File: config.mk
export PLATFORM = sky130hd
export DESIGN_NAME = counter_mod_updown
export DESIGN_NICKNAME = d
export VERILOG_FILES = /design/src/rtl/counter_mod_updown.sv
export SDC_FILE = /design/constraint.sdc
export NUM_CORES = 1
export LEC_CHECK = 0
export CELL_PAD_IN_SITES_DETAIL_PLACEMENT = 1
export CELL_PAD_IN_SITES_GLOBAL_PLACEMENT = 2
export CORE_MARGIN = 2
export CORE_UTILIZATION = 29
export CTS_BUF_LIST = sky130_fd_sc_hd__clkbuf_16
export CTS_CLUSTER_DIAMETER = 150
export DETAILED_ROUTE_END_ITERATION = 7
export DONT_BUFFER_PORTS = 1
export PLACE_DENSITY = 0.79
export SETUP_SLACK_MARGIN = 0.5
export SLEW_MARGIN = 0
export SYNTH_ARGS = -nofsm -noshare
export SYNTH_HDL_FRONTEND = slang
export SYNTH_SLANG_ARGS = --single-unit
File: constraint.sdc
create_clock -name i_clk -period 1.7 [get_ports i_clk]
set_input_delay 0.425 -clock i_clk [delete_from_list [all_inputs] [get_ports i_clk]]
set_output_delay 0.425 -clock i_clk [all_outputs]
set_load 0.05 [all_outputs]
File: src/rtl/counter_mod_updown.sv
// Modulo-(MAX+1) up/down counting stage with wrap/one-shot modes, preset, clamped load
// and a combinational terminal count for cascading. Single-bit state: RUN or HALT.
module counter_mod_updown #(
    parameter int WIDTH = 4,
    parameter int MAX   = 10
) (
    input  logic             i_clk,
    input  logic             i_reset,
    input  logic             i_en,
    input  logic             i_dir,
    input  logic             i_mode,
    input  logic             i_preset,
    input  logic             i_load,
    input  logic [WIDTH-1:0] i_load_val,
    output logic [WIDTH-1:0] o_out,
    output logic             o_tc,
    output logic             o_wrap,
    output logic             o_done,
    output logic             o_load_err
);

    localparam logic [WIDTH-1:0] MAX_V = WIDTH'(MAX);

    typedef enum logic {
        ST_RUN  = 1'b0,
        ST_HALT = 1'b1
    } state_t;

    state_t           r_state;
    state_t           w_state_nxt;
    logic [WIDTH-1:0] r_out;
    logic [WIDTH-1:0] w_out_nxt;
    logic [WIDTH-1:0] w_term;
    logic [WIDTH-1:0] w_start;
    logic             w_at_term;
    logic             r_wrap;
    logic             w_wrap_nxt;
    logic             r_load_err;
    logic             w_load_err_nxt;

    // Terminal and reload values follow the direction sampled on this edge.
    assign w_term    = i_dir ? MAX_V : '0;
    assign w_start   = i_dir ? '0 : MAX_V;
    assign w_at_term = (r_out == w_term);

    always_ff @(posedge i_clk or posedge i_reset) begin
        if (i_reset) begin
            r_state <= ST_RUN;
        end else begin
            r_state <= w_state_nxt;
        end
    end

    always_comb begin
        w_state_nxt = r_state;
        if (i_load || i_preset) begin
            w_state_nxt = ST_RUN;
        end else begin
            case (r_state)
                ST_RUN: begin
                    if (i_en && w_at_term && i_mode) begin
                        w_state_nxt = ST_HALT;
                    end
                end
                ST_HALT: begin
                    if (!i_mode) begin
                        w_state_nxt = ST_RUN;
                    end
                end
                default: w_state_nxt = ST_RUN;
            endcase
        end
    end

    always_comb begin
        o_tc   = i_en && w_at_term && (r_state == ST_RUN);
        o_done = (r_state == ST_HALT);
    end

    // Count datapath: load beats preset beats stepping; HALT freezes the count.
    always_comb begin
        w_out_nxt      = r_out;
        w_wrap_nxt     = 1'b0;
        w_load_err_nxt = 1'b0;
        if (i_load) begin
            if (i_load_val > MAX_V) begin
                w_out_nxt      = MAX_V;
                w_load_err_nxt = 1'b1;
            end else begin
                w_out_nxt = i_load_val;
            end
        end else if (i_preset) begin
            w_out_nxt = w_start;
        end else if ((r_state == ST_RUN) && i_en) begin
            if (!w_at_term) begin
                w_out_nxt = i_dir ? (r_out + WIDTH'(1)) : (r_out - WIDTH'(1));
            end else if (!i_mode) begin
                w_out_nxt  = w_start;
                w_wrap_nxt = 1'b1;
            end
        end
    end

    always_ff @(posedge i_clk or posedge i_reset) begin
        if (i_reset) begin
            r_out      <= '0;
            r_wrap     <= 1'b0;
            r_load_err <= 1'b0;
        end else begin
            r_out      <= w_out_nxt;
            r_wrap     <= w_wrap_nxt;
            r_load_err <= w_load_err_nxt;
        end
    end

    assign o_out      = r_out;
    assign o_wrap     = r_wrap;
    assign o_load_err = r_load_err;

endmodule

Yosys cells after proc, flatten, opt, wreduce, memory -nomap -nowiden
Cells that the tools add are included.
{"block": "op_classes", "addsub": 2, "order_cmp": 1, "n_eq_ne": 2, "mux": 20, "n_bitwise": 1, "reduce_logical": 7}
{"operator": "4-bit 2-to-1 mux", "n": 9}
{"operator": "1-bit 2-to-1 mux", "n": 10}
{"operator": "4-bit by 1-bit adder with 4-bit output (second input constant)", "n": 1}
{"operator": "4-bit == test", "n": 1}
{"operator": "4-bit greater-than comparator (second input constant)", "n": 1}
{"operator": "1-bit logical AND", "n": 4}
{"operator": "4-bit inequality test (second input constant)", "n": 1}
{"operator": "4-bit by 1-bit subtractor with 4-bit output (second input constant)", "n": 1}
{"operator": "3-bit nonzero test", "n": 1}
{"operator": "1-bit one-hot mux with 2 select lines", "n": 1}
{"operator": "2-bit AND reduction", "n": 1}
{"operator": "1-bit logical OR", "n": 1}
{"operator": "1-bit NOT", "n": 1}
{"block": "totals", "register_bits": 7, "in_bits": 11, "out_inout_bits": 8, "word_cells": 37}

Longest topological paths before layout
{"block": "logic_depth", "word_depth": 7, "mapped_depth": 8, "ltp_nobuf": 8}

Least setup slack after synthesis
OpenSTA, ideal clock, no wires.
{"block": "synth_timing", "kind": "register -> output", "startpoint": "reg r_out[1] (netlist: o_out[1])", "endpoint": "out o_tc", "arrival_ns": 2.120, "required_ns": 1.275, "slack_ns": -0.845, "stages_incl_launch_ff": 6, "n_path_buf": 0, "cell_sequence": "dfrtp_1 > ha_1 > ha_1 > nor2b_1 > nand2_1 > nor2_1"}
{"block": "synth_between", "elab_chain_cells": 3}
{"item": "start: declaration", "line": "31", "source": "logic [WIDTH-1:0] r_out;"}
{"item": "start signal: assignment", "line": "110", "source": "r_out <= w_out_nxt;"}
{"item": "4-bit == test", "line": "44", "source": "assign w_at_term = (r_out == w_term);"}
{"item": "1-bit logical AND (2 in a row)", "line": "76", "source": "o_tc = i_en && w_at_term && (r_state == ST_RUN);"}
{"item": "end: declaration", "line": "16", "source": "output logic o_tc,"}
No other way between the ends.

Final worst setup path
Same ends and word-level chain as after synthesis.

==> flow_metrics.py <==
metrics = {
    "sta": {
        "setup_viol": 5,
        "clock_skew_ns": 0.000654,
        "rsz0062_at_grt": "true",
        "timing.final.crit_share": 1.16,
        "tightest_slew_ns": 0.407,
        "hold_viol": 0,
        "slew_violations": 0,
        "min_period_ns": 1.98,
        "setup_ws_ns": -0.275,
        "max_freq_ghz": 0.506,
        "maxSlewHeadroom": 0.727,
    },
    "run_status": {
        "outcome": "finished with violations",
        "violations": "negative setup slack",
    },
    "worst_setup_path": {
        "ff2ff_setup_slack_ns": -0.21,
        "cp-end-kind": "output pin",
        "crit_arrival_ns": 1.55,
        "crit_type": "register to output pin",
        "reg2reg_to": "o_out[3]",
        "cp-start-kind": "register",
        "reg2reg_from": "o_out[1]",
        "worst_r2r_path_depth": 9,
        "critPathMaxFanout": 3,
        "crit_start": "o_out[1]",
        "cp.required_ns": 1.27,
    },
    "clocking": {
        "cts_buffers": 3,
        "cts_buffer_depth": 2,
        "path_clk_slew_ns": 0.04,
        "cts_tree": "built",
        "cts-root-buf": "clkbuf_16",
        "htree_levels": 1,
        "clock-sinks": 7,
        "hold_buffers": 0,
        "clk_latency_ns": 0.23,
    },
    "placement": {
        "hpwl_um": 1150,
        "gp_congestion": 0.777,
        "dp_slack_ns": -0.278,
        "port-buffer-count": 0,
        "dp.cells": 84,
    },
    "cells_and_area": {
        "final_cell_mix": "12 x buf_4, 6 x nor2_1, 5 x dfrtp_2, 4 x a21oi_1, 4 x nand2_1",
        "utilization": 0.518,
        "final_nets": 94,
        "diodes": 0,
        "final_common_cell": "buf_4",
        "syn_to_final_growth_pct": 70.9,
        "drive_above_1_share": 0.513,
        "fin_cells": 95,
    },
    "power": {
        "power.total_mw": 1.04,
        "p_seq_frac": 0.206,
        "combPwrFrac": 0.410,
        "p_leak_nw": 0.394,
        "p_switching_uw": 327,
        "swShare": 0.315,
        "p_int_uw": 711,
        "clkPwrFrac": 0.383,
        "ir_drop_v": 0.000739,
        "power.density_mw_per_mm2": 1190,
    },
    "synth": {
        "netlist-cell-type-count": 25,
        "synth_area_um2": 512,
        "yosysSeqAreaShare": 0.342,
        "synthCells": 56,
        "synth_warnings": 0,
        "syn_area_per_cell_um2": 9.14,
        "synth_nets": 71,
        "synth-seq-cells": 7,
    },
    "run": {
        "drv_cap": 0,
    },
    "drt": {
        "vias": 505,
        "drc": 0,
        "firstDrtPassIters": 3,
        "drtAntennaViolNets": 0,
        "viasPerCell": 5.32,
        "wl_per_cell_um": 15.8,
        "drt-total-wl_um": 1500,
        "drtIter0Drc": 5,
    },
    "global_routing": {
        "globalRouteTotalUtil": 0.168,
        "antenna_found_initial": 0,
        "grt_pass1_wl_um": 2430,
        "grt_max_degree": 9,
        "grt.overflow.total": 0,
        "grt_pass1_vias": 564,
    },
    "floorplanning": {
        "dieWidth_um": 46.0,
        "die_h_um": 46.0,
        "core_mm2": 0.00169,
        "rows": 15,
        "start_util": 0.303,
        "dieArea_mm2": 0.00212,
        "io_pins": 19,
    },
    "hold_path": {
        "hp-class": "input pin to asynchronous set/reset pin",
    },
}
[cell usage after synthesis]
cell type | instances | area [um^2]
inv_1 | 3 | 11.3
a211o_1 | 1 | 8.76
nor4_1 | 2 | 12.5
nand3_1 | 1 | 5.00
fa_1 | 1 | 20.0
nor3_4 | 1 | 16.3
nand2b_1 | 1 | 6.26
ha_1 | 3 | 37.5
nor2_1 | 7 | 26.3
nand2_1 | 5 | 18.8
mux2_2 | 3 | 33.8
dfrtp_1 | 7 | 175
nor2b_1 | 2 | 12.5
a21oi_1 | 5 | 25.0
a22o_1 | 1 | 8.76
clkbuf_1 | 1 | 3.75
o21ai_0 | 2 | 10.0
and2b_2 | 1 | 8.76
xnor2_1 | 2 | 17.5
and3b_1 | 1 | 8.76
o31ai_1 | 1 | 7.51
a32oi_1 | 1 | 8.76
a21o_1 | 1 | 7.51
a31oi_1 | 2 | 12.5
o2bb2ai_1 | 1 | 8.76
[repair_timing]
item / in CTS / in global routing
resized for setup: 16 / 1
buffers inserted: 5 / 2
endpoints found under the setup margin: 14 / 12
[logic make-up after synthesis]
kind of cell / Yosys count / share of synthesized area
adders and majority gates: 4 / 0.112
DFF: 7 / 0.342
xor gates and xnor gates: 2 / 0.0342
and+or+nand+nor: 21 / 0.225
buffers and inverters: 4 / 0.0293
muxes: 3 / 0.0660
AOI/OAI and AO/OA: 15 / 0.191
[flip-flops by register name, summed over array words and instances (netlist names)]
name,count
o_done,1
o_load_err,1
o_wrap,1
o_out,4
[through the flow]
stage	hold slack (ns)	instance area (um^2)	TNS (ns)
finish	0.0218	875	-1.11
CTS	0.0359	856	-1.12
detailed placement	0.278	679	-1.29
global route	0.0360	875	-1.43
global placement	0.270	679	-1.16
floorplan	0.228	559	-1.03
[power by group through the flow]
stage	logic (mW)	clock network (mW)	registers, mW
floorplan	0.161	0	0.282
global placement	0.329	0	0.211
detailed placement	0.332	0	0.213
CTS	0.413	0.404	0.214
global route	0.458	0.418	0.215
finish	0.426	0.398	0.214
[layer usage]
layer | share of wire | global-route usage | vias to the layer above | routed length (um)
li1 | - | - | 245 | -
met1 | 0.45 | 0.201 | 247 | 682
met2 | 0.50 | 0.269 | 11 | 744
met3 | 0.042 | 0.0357 | 2 | 63
met4 | 0.0093 | 0.103 | 0 | 14
met5 | 0 | 0 | - | 0
[cell type report]
cell class	instances	area [um^2]
Clock buffer	3	75.1
Clock inverter	1	5.00
Fill cell	181	815
Inverter	3	11.3
Multi-Input combinational cell	45	382
Sequential cell	7	181
Tap cell	17	21.3
Timing Repair Buffer	19	199
[how the worst max path moves through the flow]
stage,cells after the start,endpoint,slack (ns)
final,6,o_tc,-0.28
after global routing,6,o_tc,-0.32
after CTS,6,o_tc,-0.28
after detailed placement,9,o_out[3],-0.28
after global placement,7,o_out[2],-0.25
after floorplan,5,o_tc,-0.22
[critical path: stages (launching register included)]
cell and delay, ns:
dfrtp_2 0.42, ha_4 0.28, ha_4 0.11, nor2b_4 0.15, nand2_2 0.08, nor2_4 0.13, buf_12 0.14
Note: power is estimated with default switching activity, not from simulation.
